File: src/rtl/dot_line_feeder.sv
// dot_line_feeder: packs a valid/ready stream of weight/feature element pairs
// into two line registers for a combinational dot-product unit. After one
// settle cycle it captures the returned mul_out and offers it downstream on a
// valid/ready result port.
//
// Ports:
//   clk, rst_n            clock, asynchronous active-low reset
//   in_valid/in_ready     element-pair stream handshake
//   in_weight/in_feature  element pair (unsigned, WEIGHT_WIDTH bits)
//   in_last               closes the current line early
//   weight_line           packed weight line to the dot-product unit
//   feature_line          packed feature line to the dot-product unit
//   mul_out               dot product returned by the dot-product unit
//   res_valid/res_ready   result handshake
//   res_data              captured dot product
//   res_count             number of elements in the captured line
module dot_line_feeder #(
  parameter int unsigned WEIGHT_ROWS    = 96,
  parameter int unsigned WEIGHT_WIDTH   = 5,
  parameter int unsigned DOT_PROD_WIDTH = 16,
  localparam int unsigned CNT_W         = $clog2(WEIGHT_ROWS + 1)
) (
  input  logic                                     clk,
  input  logic                                     rst_n,
  input  logic                                     in_valid,
  output logic                                     in_ready,
  input  logic [WEIGHT_WIDTH-1:0]                  in_weight,
  input  logic [WEIGHT_WIDTH-1:0]                  in_feature,
  input  logic                                     in_last,
  output logic [0:WEIGHT_ROWS-1][WEIGHT_WIDTH-1:0] weight_line,
  output logic [0:WEIGHT_ROWS-1][WEIGHT_WIDTH-1:0] feature_line,
  input  logic [DOT_PROD_WIDTH-1:0]                mul_out,
  output logic                                     res_valid,
  input  logic                                     res_ready,
  output logic [DOT_PROD_WIDTH-1:0]                res_data,
  output logic [CNT_W-1:0]                         res_count
);

  localparam int unsigned IDX_W = $clog2(WEIGHT_ROWS);

  typedef enum logic [1:0] {
    FILL    = 2'd0,
    CAPTURE = 2'd1,
    HOLD    = 2'd2
  } state_e;

  state_e                                   state_q, state_d;
  logic [CNT_W-1:0]                         idx_q, idx_d;
  logic [0:WEIGHT_ROWS-1][WEIGHT_WIDTH-1:0] wline_q, wline_d;
  logic [0:WEIGHT_ROWS-1][WEIGHT_WIDTH-1:0] fline_q, fline_d;
  logic [DOT_PROD_WIDTH-1:0]                res_data_q, res_data_d;
  logic [CNT_W-1:0]                         res_count_q, res_count_d;

  logic accept;
  logic line_close;
  logic res_fire;

  // Handshake qualifiers use registered state only.
  assign accept     = in_valid && (state_q == FILL);
  assign res_fire   = res_ready && (state_q == HOLD);
  // A line closes on in_last or when the final slot is written.
  assign line_close = in_last || (idx_q == CNT_W'(WEIGHT_ROWS - 1));

  // State register.
  always_ff @(posedge clk or negedge rst_n) begin
    if (!rst_n) begin
      state_q <= FILL;
    end else begin
      state_q <= state_d;
    end
  end

  // Next-state logic.
  always_comb begin
    state_d = state_q;
    case (state_q)
      FILL:    if (accept && line_close) state_d = CAPTURE;
      CAPTURE: state_d = HOLD;
      HOLD:    if (res_fire) state_d = FILL;
      default: state_d = FILL;
    endcase
  end

  // Handshake outputs decoded from state.
  always_comb begin
    in_ready  = 1'b0;
    res_valid = 1'b0;
    case (state_q)
      FILL:    in_ready  = 1'b1;
      HOLD:    res_valid = 1'b1;
      default: ;
    endcase
  end

  // Line fill, result capture and line clear after the result handshake.
  always_comb begin
    idx_d       = idx_q;
    wline_d     = wline_q;
    fline_d     = fline_q;
    res_data_d  = res_data_q;
    res_count_d = res_count_q;
    if (accept) begin
      wline_d[idx_q[IDX_W-1:0]] = in_weight;
      fline_d[idx_q[IDX_W-1:0]] = in_feature;
      idx_d                     = idx_q + CNT_W'(1);
      if (line_close) res_count_d = idx_q + CNT_W'(1);
    end
    // mul_out has had a full cycle to settle on the stable lines.
    if (state_q == CAPTURE) res_data_d = mul_out;
    // Clearing the lines makes unwritten entries of a short line contribute 0.
    if (res_fire) begin
      idx_d   = '0;
      wline_d = '0;
      fline_d = '0;
    end
  end

  // Datapath registers.
  always_ff @(posedge clk or negedge rst_n) begin
    if (!rst_n) begin
      idx_q       <= '0;
      wline_q     <= '0;
      fline_q     <= '0;
      res_data_q  <= '0;
      res_count_q <= '0;
    end else begin
      idx_q       <= idx_d;
      wline_q     <= wline_d;
      fline_q     <= fline_d;
      res_data_q  <= res_data_d;
      res_count_q <= res_count_d;
    end
  end

  assign weight_line  = wline_q;
  assign feature_line = fline_q;
  assign res_data     = res_data_q;
  assign res_count    = res_count_q;

endmodule

File: config.mk
export PLATFORM = sky130hd
export DESIGN_NAME = dot_line_feeder
export DESIGN_NICKNAME = d
export VERILOG_FILES = /design/src/rtl/dot_line_feeder.sv
export SDC_FILE = /design/constraint.sdc
export NUM_CORES = 1
export LEC_CHECK = 0
export CAP_MARGIN = 20
export CORE_AREA = 4 4 397 399
export DETAILED_ROUTE_END_ITERATION = 16
export DIE_AREA = 0 0 401 403
export PLACE_DENSITY = 0.42
export SLEW_MARGIN = 10
export SYNTH_ARGS = -nofsm -noshare
export SYNTH_HDL_FRONTEND = slang
export SYNTH_SLANG_ARGS = --single-unit
File: constraint.sdc
create_clock -name clk -period 1.9 [get_ports clk]
set_clock_uncertainty 0.05 [all_clocks]
set_input_delay 0.57 -clock clk [delete_from_list [all_inputs] [get_ports clk]]
set_output_delay 0.57 -clock clk [all_outputs]
set_load 0.1 [all_outputs]
==> results of run 1 <==
-- sequential cells by signal, summed over array words and instances, names as in the netlist --
register,cells
feature_line,480
res_count,7
res_data,16
weight_line,480
state_q,2
idx_q,7
-- per-layer routing --
| layer | up-vias | part of all wire (%) | track usage [%] |
|---|---|---|---|
| met5 | - | 0.0037 | 0 |
| met3 | 243 | 7.2 | 6.68 |
| met1 | 16700 | 40 | 27.1 |
| met4 | 2 | 3.8 | 7.70 |
| li1 | 15000 | - | - |
| met2 | 1051 | 49 | 36.8 |
-- worst max path at each step --
stage                        to  slack, ps  cells past startpoint
6_report              res_valid       -350                      4
2_1_floorplan  weight_line[100]          2                      9
4_1_cts                in_ready       -460                      4
3_3_place_gp    weight_line[21]       -700                      7
3_5_place_dp    weight_line[22]       -720                      7
5_1_grt                in_ready       -450                      4
-- through the flow --
step	hold slack, ps	power, W	std cells
after floorplan	224	0.0326	3540
after global placement	492	0.0418	6502
after detailed placement	500	0.0419	6502
after CTS	284	0.0655	6826
after global routing	313	0.0675	6890
final	349	0.0654	6895
-- cell type report --
| class | instances | area (um^2) | share of cell area [%] |
|---|---|---|---|
| inverter | 2 | 15.0 | 0.0212 |
| sequential | 992 | 24800 | 35.0 |
| clock buffer | 179 | 3460 | 4.88 |
| tap | 2044 | 2560 | 3.61 |
| antenna | 6 | 15.0 | 0.0212 |
| multi-input combinational | 2109 | 12500 | 17.6 |
| timing repair buffer | 1533 | 27100 | 38.3 |
| clock inverter | 30 | 394 | 0.556 |
-- power by group through the flow --
stage | clock network, W | logic (W) | registers, W
6_report | 0.0226 | 0.0195 | 0.0233
5_1_grt | 0.0241 | 0.0200 | 0.0234
4_1_cts | 0.0232 | 0.0189 | 0.0233
3_5_place_dp | 0 | 0.0182 | 0.0237
3_3_place_gp | 0 | 0.0181 | 0.0237
2_1_floorplan | 0 | 0.00237 | 0.0302
-- cells by family after synthesis --
kind of cell | after synthesis
adders and majority gates | 1
and+or+nand+nor | 1106
xor gates and xnor gates | 4
DFF | 992
muxes | 22
AOI/OAI and AO/OA | 976
buffers and inverters | 439
-- worst max-delay path, stage by stage (launching register included) --
cell,delay (ps)
dfrtp_1,410
nand2b_4,180
inv_8,70
buf_6,100
buf_12,160
-- cells in the final DEF, fill, tap and decap left out, types with 37 or more instances in the layout --
master | netlist | routed
buf_4 | 15 | 230
clkbuf_16 | 0 | 149
nand3_4 | 0 | 37
o21ai_2 | 0 | 39
o21ai_1 | 41 | 186
o21ai_0 | 927 | 743
dfrtp_1 | 992 | 980
nand3_2 | 0 | 158
buf_12 | 0 | 1157
buf_6 | 7 | 48
nand3_1 | 1060 | 865
-- what timing repair did --
item                                    in CTS  in global routing
gates cloned                                18                 52
endpoints found under the hold margin        1                  0
setup buffers                               96                 12
resized for setup                          164                424
endpoints found under the setup margin    1722               1956
hold buffers                                 1                  0
pin swaps                                    9                 20
==> metrics, run 1 <==
post-route DRC violation count 0; first-pass GRT wire length 260 mm; Post-DP Area 63100 um^2; die area 162000 um^2; I/O Buffers 1015; clk root buf clkbuf_16; Final HPWL DP 129 mm; final setup fails 1927; Clk pwr share 34.5%; Worst R2R Start state_q[0]; top-count cell post-synth nand3_1; Finished Core Util 46.1%; Fin. Hold Viols 0; Final Cell Area 70900 um^2; final slew viol count 0; Internal 0.0417 W; Seq/Total Area, Yosys 66.0%; cell row count 144; area share of fa/ha/maj cells after synthesis 0.0333%; unrepaired setup endpoints after global routing yes; Mean Syn Cell Area 10.6 um^2; register bit count reported by yosys 992; clk_lat worst skew 730 ps; Clk pin slew, worst setup/hold paths 60 ps; Yosys top cell area share 66.0%; initial drt markers 1993; largest net degree at the start of global routing 91; TritonCTS clock tree yes; Post-synth EDFFs 0; status finished with violations; Hold Path Class input port to asynchronous set/reset pin; sw frac 36.1%; Syn Inst Count 3540; Tcrit/Tclk final 119%; Final GP Congestion 0.780; Reg2Reg Depth 12; Max Freq 444 MHz; CP Launch Type flop; top cells by count, synth nand3_1 (1060), dfrtp_1 (992), o21ai_0 (927), clkbuf_1 (290), buf_2 (109); drt first pass iters 5; CP Data Arrival Time 1630 ps; maximum VDD drop 1.01 mV; DR WL/cell 27.7 um; CTS Sinks 992; clk buf depth 3; failing checks setup timing; Yosys warnings 0; wirelength, routed 191 mm; setup_tns -192670 ps; DIE HEIGHT 403 um; Net Count, Synth 3572; RR Endpoint weight_line[40]; simple-gate portion of the synthesized area 15.1%; Tmin final 2250 ps; Final Net Count 4784; r2r setup slk -320 ps; Initial Utilization 24.5%; post-synthesis xor/xnor area fraction 0.0931%; post-synthesis mux area share 0.655%; register share of total power 35.7%; total grt overflow 0; fin worst setup slack -353 ps; Least-Margin Pin Slew 597 ps; # IOs 1016; Num CTS Buffers 114; max_cap viols 0; Worst EP required 1280 ps; die width 401 um; Mapped Area 37600 um^2; H-Tree Depth 3; predominant post-synthesis flop cell dfrtp_1; CP Capture Type primary output; CP startpoint state_q[0]; leading area contributor after synthesis dfrtp_1; vias per inst 4.78; Filler cells 14000; top cells by area, synth dfrtp_1 (66%), nand3_1 (14%), o21ai_0 (12%); complex-gate fraction of the synthesized area 13.0%; vias in the first global route 32200; largest family of logic cells by synthesized area simple AND/OR/NAND/NOR gates; worst slew margin relative to its limit 60.2%; LEAKAGE 30.4 nW; CORE AREA 154000 um^2; vias post-DR 33000; area delta synth->final 88.5%; Worst Setup Path Type flop to primary output; antenna violations before repair 9; Sw Pwr 0.0236 W; post-route ant nets 0; logic gate share of total power 29.8%; dpl ws -720 ps; total track usage 22.1%; share of layout cells above drive strength 1 40.9%; worst-path maximum fanout 3; Distinct cells, synth 43; Synth async-reset ratio 100%; Cell Pwr Density 922 nW/um^2
No activity file was read; power rests on OpenSTA's default activity.
==> run 2, diff against run 1 <==
- MAX_ROUTING_LAYER: default -> met4
- SLEW_MARGIN: 10 -> 20
==> run 2 against run 1 <==
  * The run still ends with setup timing left
  * First-iteration DRC count is 2.3% higher
  * Sequential power hardly changed
  * Core utilization is 0.86 points higher
  * Largest power group unchanged
  * Highest routed layer is now met4
==> metrics, run 2 (synthesized netlist as in run 1, its figures left out) <==
status finished with violations; failing checks setup timing; antenna violations before repair 8 (-1); clk root buf clkbuf_16; Tmin final 2270 ps (+21.1 ps); CP Capture Type flop; worst-path maximum fanout 5 (+2); Filler cells 13900 (-1.0%); CP Launch Type flop; Max Freq 440 MHz (-0.93%); setup_tns -189360 ps (+3310 ps); final slew viol count 0 (unchanged); largest net degree at the start of global routing 91 (unchanged); vias in the first global route 32200 (-0.047%); clk_lat worst skew 730 ps (about the same); Cell Pwr Density 908 nW/um^2 (-1.4%); post-route ant nets 0 (unchanged); Final Net Count 4822 (+0.79%); Least-Margin Pin Slew 554 ps (-43.2 ps); Crit path max-delay family buffers and inverters; Worst Setup Path Type flop to flop; dpl ws -720 ps (unchanged); H-Tree Depth 3 (unchanged); most common cell after layout, fill and taps aside buf_12; WP buf/inv 8 (+5); max_cap viols 0 (unchanged); CP Data Arrival Time 2820 ps (+1190 ps); Fin. Hold Viols 0 (unchanged); maximum VDD drop 1.01 mV (+0.17%); r2r setup slk -370 ps (-50 ps); cell row count 144 (unchanged); Num CTS Buffers 114 (unchanged); post-route DRC violation count 0 (unchanged); share of layout cells above drive strength 1 43.4% (+2.4 points); fin worst setup slack -374 ps (-21.1 ps); final setup fails 1928 (+0.052%); Tcrit/Tclk final 120% (+1.1 points); vias post-DR 33600 (+2.0%); # IOs 1016 (unchanged); register area 24800 um^2 (unchanged); TritonCTS clock tree yes; first-pass GRT wire length 260 mm (-0.18%); Worst EP required 2450 ps (+1170 ps); Final GP Congestion 0.791 (+1.4%); total grt overflow 0 (unchanged); initial drt markers 2039 (+2.3%); die width 401 um (unchanged); Hold Path Class input port to asynchronous set/reset pin; unrepaired setup endpoints after global routing yes; worst-path cell chain buf_6, buf_6, buf_4, buf_6, nor3b_4, buf_6, buf_12, buf_12, nand3_4, clkbuf_16, nand3_1, o21ai_1; clk buf depth 3 (unchanged); LEAKAGE 30.9 nW (+1.5%); wirelength, routed 195 mm (+2.4%); die area 162000 um^2 (unchanged); most used cell, CP buf_6; I/O Buffers 1015 (unchanged); area delta synth->final 92.0%; worst slew margin relative to its limit 63.1% (+2.9 points); Initial Utilization 24.5% (unchanged); CORE AREA 154000 um^2 (unchanged); CTS Sinks 992 (unchanged); DIE HEIGHT 403 um (unchanged); most frequent cells in the layout buf_12 (1158), dfrtp_1 (980), nand3_1 (792); Final HPWL DP 129 mm (unchanged); DR WL/cell 28.2 um (+1.9%); Multi-input gate area 13100 um^2 (+4.8%); total track usage 22.7% (+0.63 points); slowest CP cell dfrtp_1; vias per inst 4.85 (+1.4%); Clk pin slew, worst setup/hold paths 60 ps (about the same); drt first pass iters 5 (unchanged); CP max stage delay 410 ps (about the same)
==> run 2: cell types whose count changed in the layout (fill, tap and decap cells not counted), moves of 4 or more <==
cell,previous run,this run
o21ai_0,743,666
o21ai_1,186,240
buf_2,10,14
buf_6,48,67
buf_4,230,221
o21ai_2,39,62
nand3_1,865,792
clkbuf_16,149,169
nand3_4,37,55
nand3_2,158,213
==> run 2: final timing paths <==
kind / from / end / cells after the start
setup reg to reg: state_q[0] / weight_line[123] / 12
setup / recovery: state_q[0] / weight_line[123] / 12
hold / removal: rst_n / weight_line[197] / 2
hold reg to reg: weight_line[125] / weight_line[125] / 2
min in group clk: mul_out[4] / res_data[4] / 2
max in group asynchronous: rst_n / weight_line[271] / 3
==> run 2: cell type report <==
cell class                 instances  share of cell area, %
inverter                           2                 0.0208
sequential                       992                   34.4
multi-input combinational       2109                   18.1
antenna                            3                 0.0104
clock inverter                    30                  0.546
tap                             2044                   3.54
timing repair buffer            1571                   38.6
clock buffer                     179                   4.79
==> run 2: worst register-to-register path, delay by kind of cell (launching register included) <==
kind	cells	cell delay (ps)
buffers and inverters	8	1160
AOI/OAI and AO/OA	1	60
DFF	1	410
and+or+nand+nor	3	500
==> run 2: stage by stage <==
stage	total power, W	area [um^2]	hold slack, ps	std cells	util [%]
floorplan	0.0326	37700	224	3540	-
global placement	0.0418	63100	492	6502	41.0
detailed placement	0.0419	63100	500	6502	41.0
CTS	0.0655	68500	284	6826	44.5
global route	0.0677	72200	314	6929	46.9
finish	0.0656	72200	353	6930	46.9
==> run 2: metal layers <==
metal  routed length, um  track usage (%)  vias to the layer above  part of all wire (%)
met1               78900             27.0                    17200                    40
met3               13500             6.46                      253                   6.9
met2               95500             36.9                     1106                    49
li1                    -                -                    15100                     -
met4                7450             7.64                        0                   3.8
met5                   0                -                        -                     0
==> run 2: what timing repair did <==
action / in CTS / in global routing
hold buffers: 1 / 0
buffers inserted: 96 / 15
setup endpoints to repair: 1722 / 1956
pin swaps: 9 / 26
gates cloned: 18 / 87
hold endpoints to repair: 1 / 0
gates resized for setup: 164 / 651
==> run 2: power breakdown <==
group / internal [W] / switching (W)
clock network: 0.0132 / 0.00941
registers: 0.0222 / 0.00117
logic: 0.00647 / 0.0132
==> run 3, diff against run 2 <==
- DONT_BUFFER_PORTS: default -> 1
- PLACE_DENSITY: 0.42 -> 0.34
==> run 3 against run 2 <==
  * Via count fell by 1.7%
  * Combinational power hardly changed
  * The flow finishes with violations (hold timing, setup timing)
  * Hold slack lost 640 ps
  * Register-to-register slack improved by 110 ps
  * Clock power is essentially flat
==> metrics, run 3 (synthesized netlist as in run 1, its figures left out) <==
CP Launch Type flop; status finished with violations; final slew viol count 0 (unchanged); worst-path maximum fanout 3 (-2); worst slew margin relative to its limit 46.1% (-17 points); # IOs 1016 (unchanged); vias post-DR 33100 (-1.7%); post-route ant nets 0 (unchanged); cell row count 144 (unchanged); CORE AREA 154000 um^2 (unchanged); DIE HEIGHT 403 um (unchanged); vias per inst 4.79 (-1.2%); H-Tree Depth 3 (unchanged); Hold WS -287 ps (-640 ps); Reg2Reg Depth 10 (-2); GR Util met1 26.7% (-0.39 points); Final Net Count 4791 (-0.64%); failing checks hold timing, setup timing; Num CTS Buffers 115 (+0.88%); antenna violations before repair 5 (-3); Fin. Hold Viols 218 (+218); Clk pin slew, worst setup/hold paths 60 ps (about the same); wirelength, routed 193 mm (-1.2%); clk root buf clkbuf_16; Worst EP required 1280 ps (-1170 ps); CP startpoint state_q[0]; Worst Setup Path Type flop to primary output; register area 24800 um^2 (about the same); TritonCTS clock tree yes; Hold Path Class input port to asynchronous set/reset pin; CP max stage delay 410 ps (about the same); total track usage 22.3% (-0.37 points); Max Freq 442 MHz (+0.62%); drt first pass iters 4 (-1); most frequent cells in the layout dfrtp_1 (986), nand3_1 (769), o21ai_0 (700); Tmin final 2260 ps (-13.9 ps); first-pass GRT wire length 257 mm (-1.1%); largest net degree at the start of global routing 156 (+71%); Critical path destination in_ready; Final GP Congestion 0.793 (+0.30%); clk buf depth 3 (unchanged); met2 Use GR 35.6% (-1.4 points); CTS Sinks 992 (unchanged); total grt overflow 0 (unchanged); die area 162000 um^2 (unchanged); Worst R2R Start state_q[1]; Filler cells 14000 (+0.94%); r2r setup slk -260 ps (+110 ps); Least-Margin Pin Slew 809 ps (+255 ps); Initial Utilization 24.5% (unchanged); RR Endpoint weight_line[179]; unrepaired setup endpoints after global routing yes; Final Cell Area 70500 um^2 (-2.5%); post-route DRC violation count 0 (unchanged); vias in the first global route 32200 (+0.047%); final setup fails 1846 (-4.3%); die width 401 um (unchanged); diode count 0 (-3); worst-path cell chain buf_6, nor2_4, buf_12; clk_lat worst skew 750 ps (+20 ps); area delta synth->final 87.3%; Power Total 0.0657 W (about the same); LEAKAGE 30.8 nW (-0.26%); met3 usage 6.96% (+0.49 points); Cell Pwr Density 932 nW/um^2 (+2.6%); Post-DP Area 51000 um^2 (-19%); maximum VDD drop 0.887 mV (-12%); gr busiest metal met2; slowest CP cell dfrtp_2; initial drt markers 1854 (-9.1%); I/O Buffers 0 (-100%); fin worst setup slack -360 ps (+13.9 ps); CP Data Arrival Time 1640 ps (-1180 ps); CP Capture Type primary output; Tcrit/Tclk final 119% (-0.73 points); share of layout cells above drive strength 1 43.8% (+0.40 points); most common cell after layout, fill and taps aside dfrtp_1; Final HPWL DP 125 mm (-3.5%); DR WL/cell 28.0 um (-0.65%); # hold bufs at CTS 18 (+17); max_cap viols 0 (unchanged); Multi-input gate area 13200 um^2 (+0.60%)
## run 3: power breakdown
group	switching (W)	internal (W)	total [W]
sequential	0.00110	0.0222	0.0233
combinational	0.0132	0.00637	0.0195
clock	0.00965	0.0132	0.0229
total	0.0239	0.0417	0.0657
## run 3: worst min-delay path by stage
| stage | to | cells past startpoint | startpoint |
|---|---|---|---|
| after floorplan | feature_line[0] | 0 | rst_n |
| after global placement | weight_line[416] | 0 | rst_n |
| after detailed placement | feature_line[370] | 2 | feature_line[370] |
| after CTS | weight_line[410] | 1 | rst_n |
| after global routing | feature_line[431] | 1 | rst_n |
| final | feature_line[431] | 1 | rst_n |
## run 3: what timing repair did
action	4_1_cts	5_1_grt
setup buffers	53	25
pin swaps	4	23
gates cloned	12	94
gates resized for setup	2499	661
endpoints found under the setup margin	2072	2102
endpoints found under the hold margin	236	218
## run 3: worst max-delay path, delay by kind of cell, from the launching register on
kind	cells	cell delay [ps]
buf+inv	2	320
flops	1	410
simple gates	1	140
## run 3: layer usage
layer | vias to the layer above | part of all wire, %
li1 | 15100 | -
met1 | 16700 | 41
met2 | 983 | 48
met3 | 308 | 7.1
met4 | 0 | 4.1
met5 | - | 0
## run 3: final cells by class
class | count | share of cell area (%)
Timing Repair Buffer | 1539 | 36.9
Sequential cell | 992 | 35.3
Multi-Input combinational cell | 2109 | 18.7
Clock buffer | 174 | 4.84
Tap cell | 2044 | 3.63
Clock inverter | 34 | 0.682
Inverter | 2 | 0.0213
## run 3: per-stage QoR
stage / setup WS, ps / TNS, ps / util [%] / std cells
floorplan: 2.11 / 0 / - / 3540
global placement: -217 / -19380 / 33.1 / 6481
detailed placement: -1890 / -765970 / 33.2 / 6487
CTS: -435 / -196400 / 42.8 / 6778
global route: -444 / -314250 / 45.8 / 6894
finish: -360 / -164860 / 45.8 / 6894
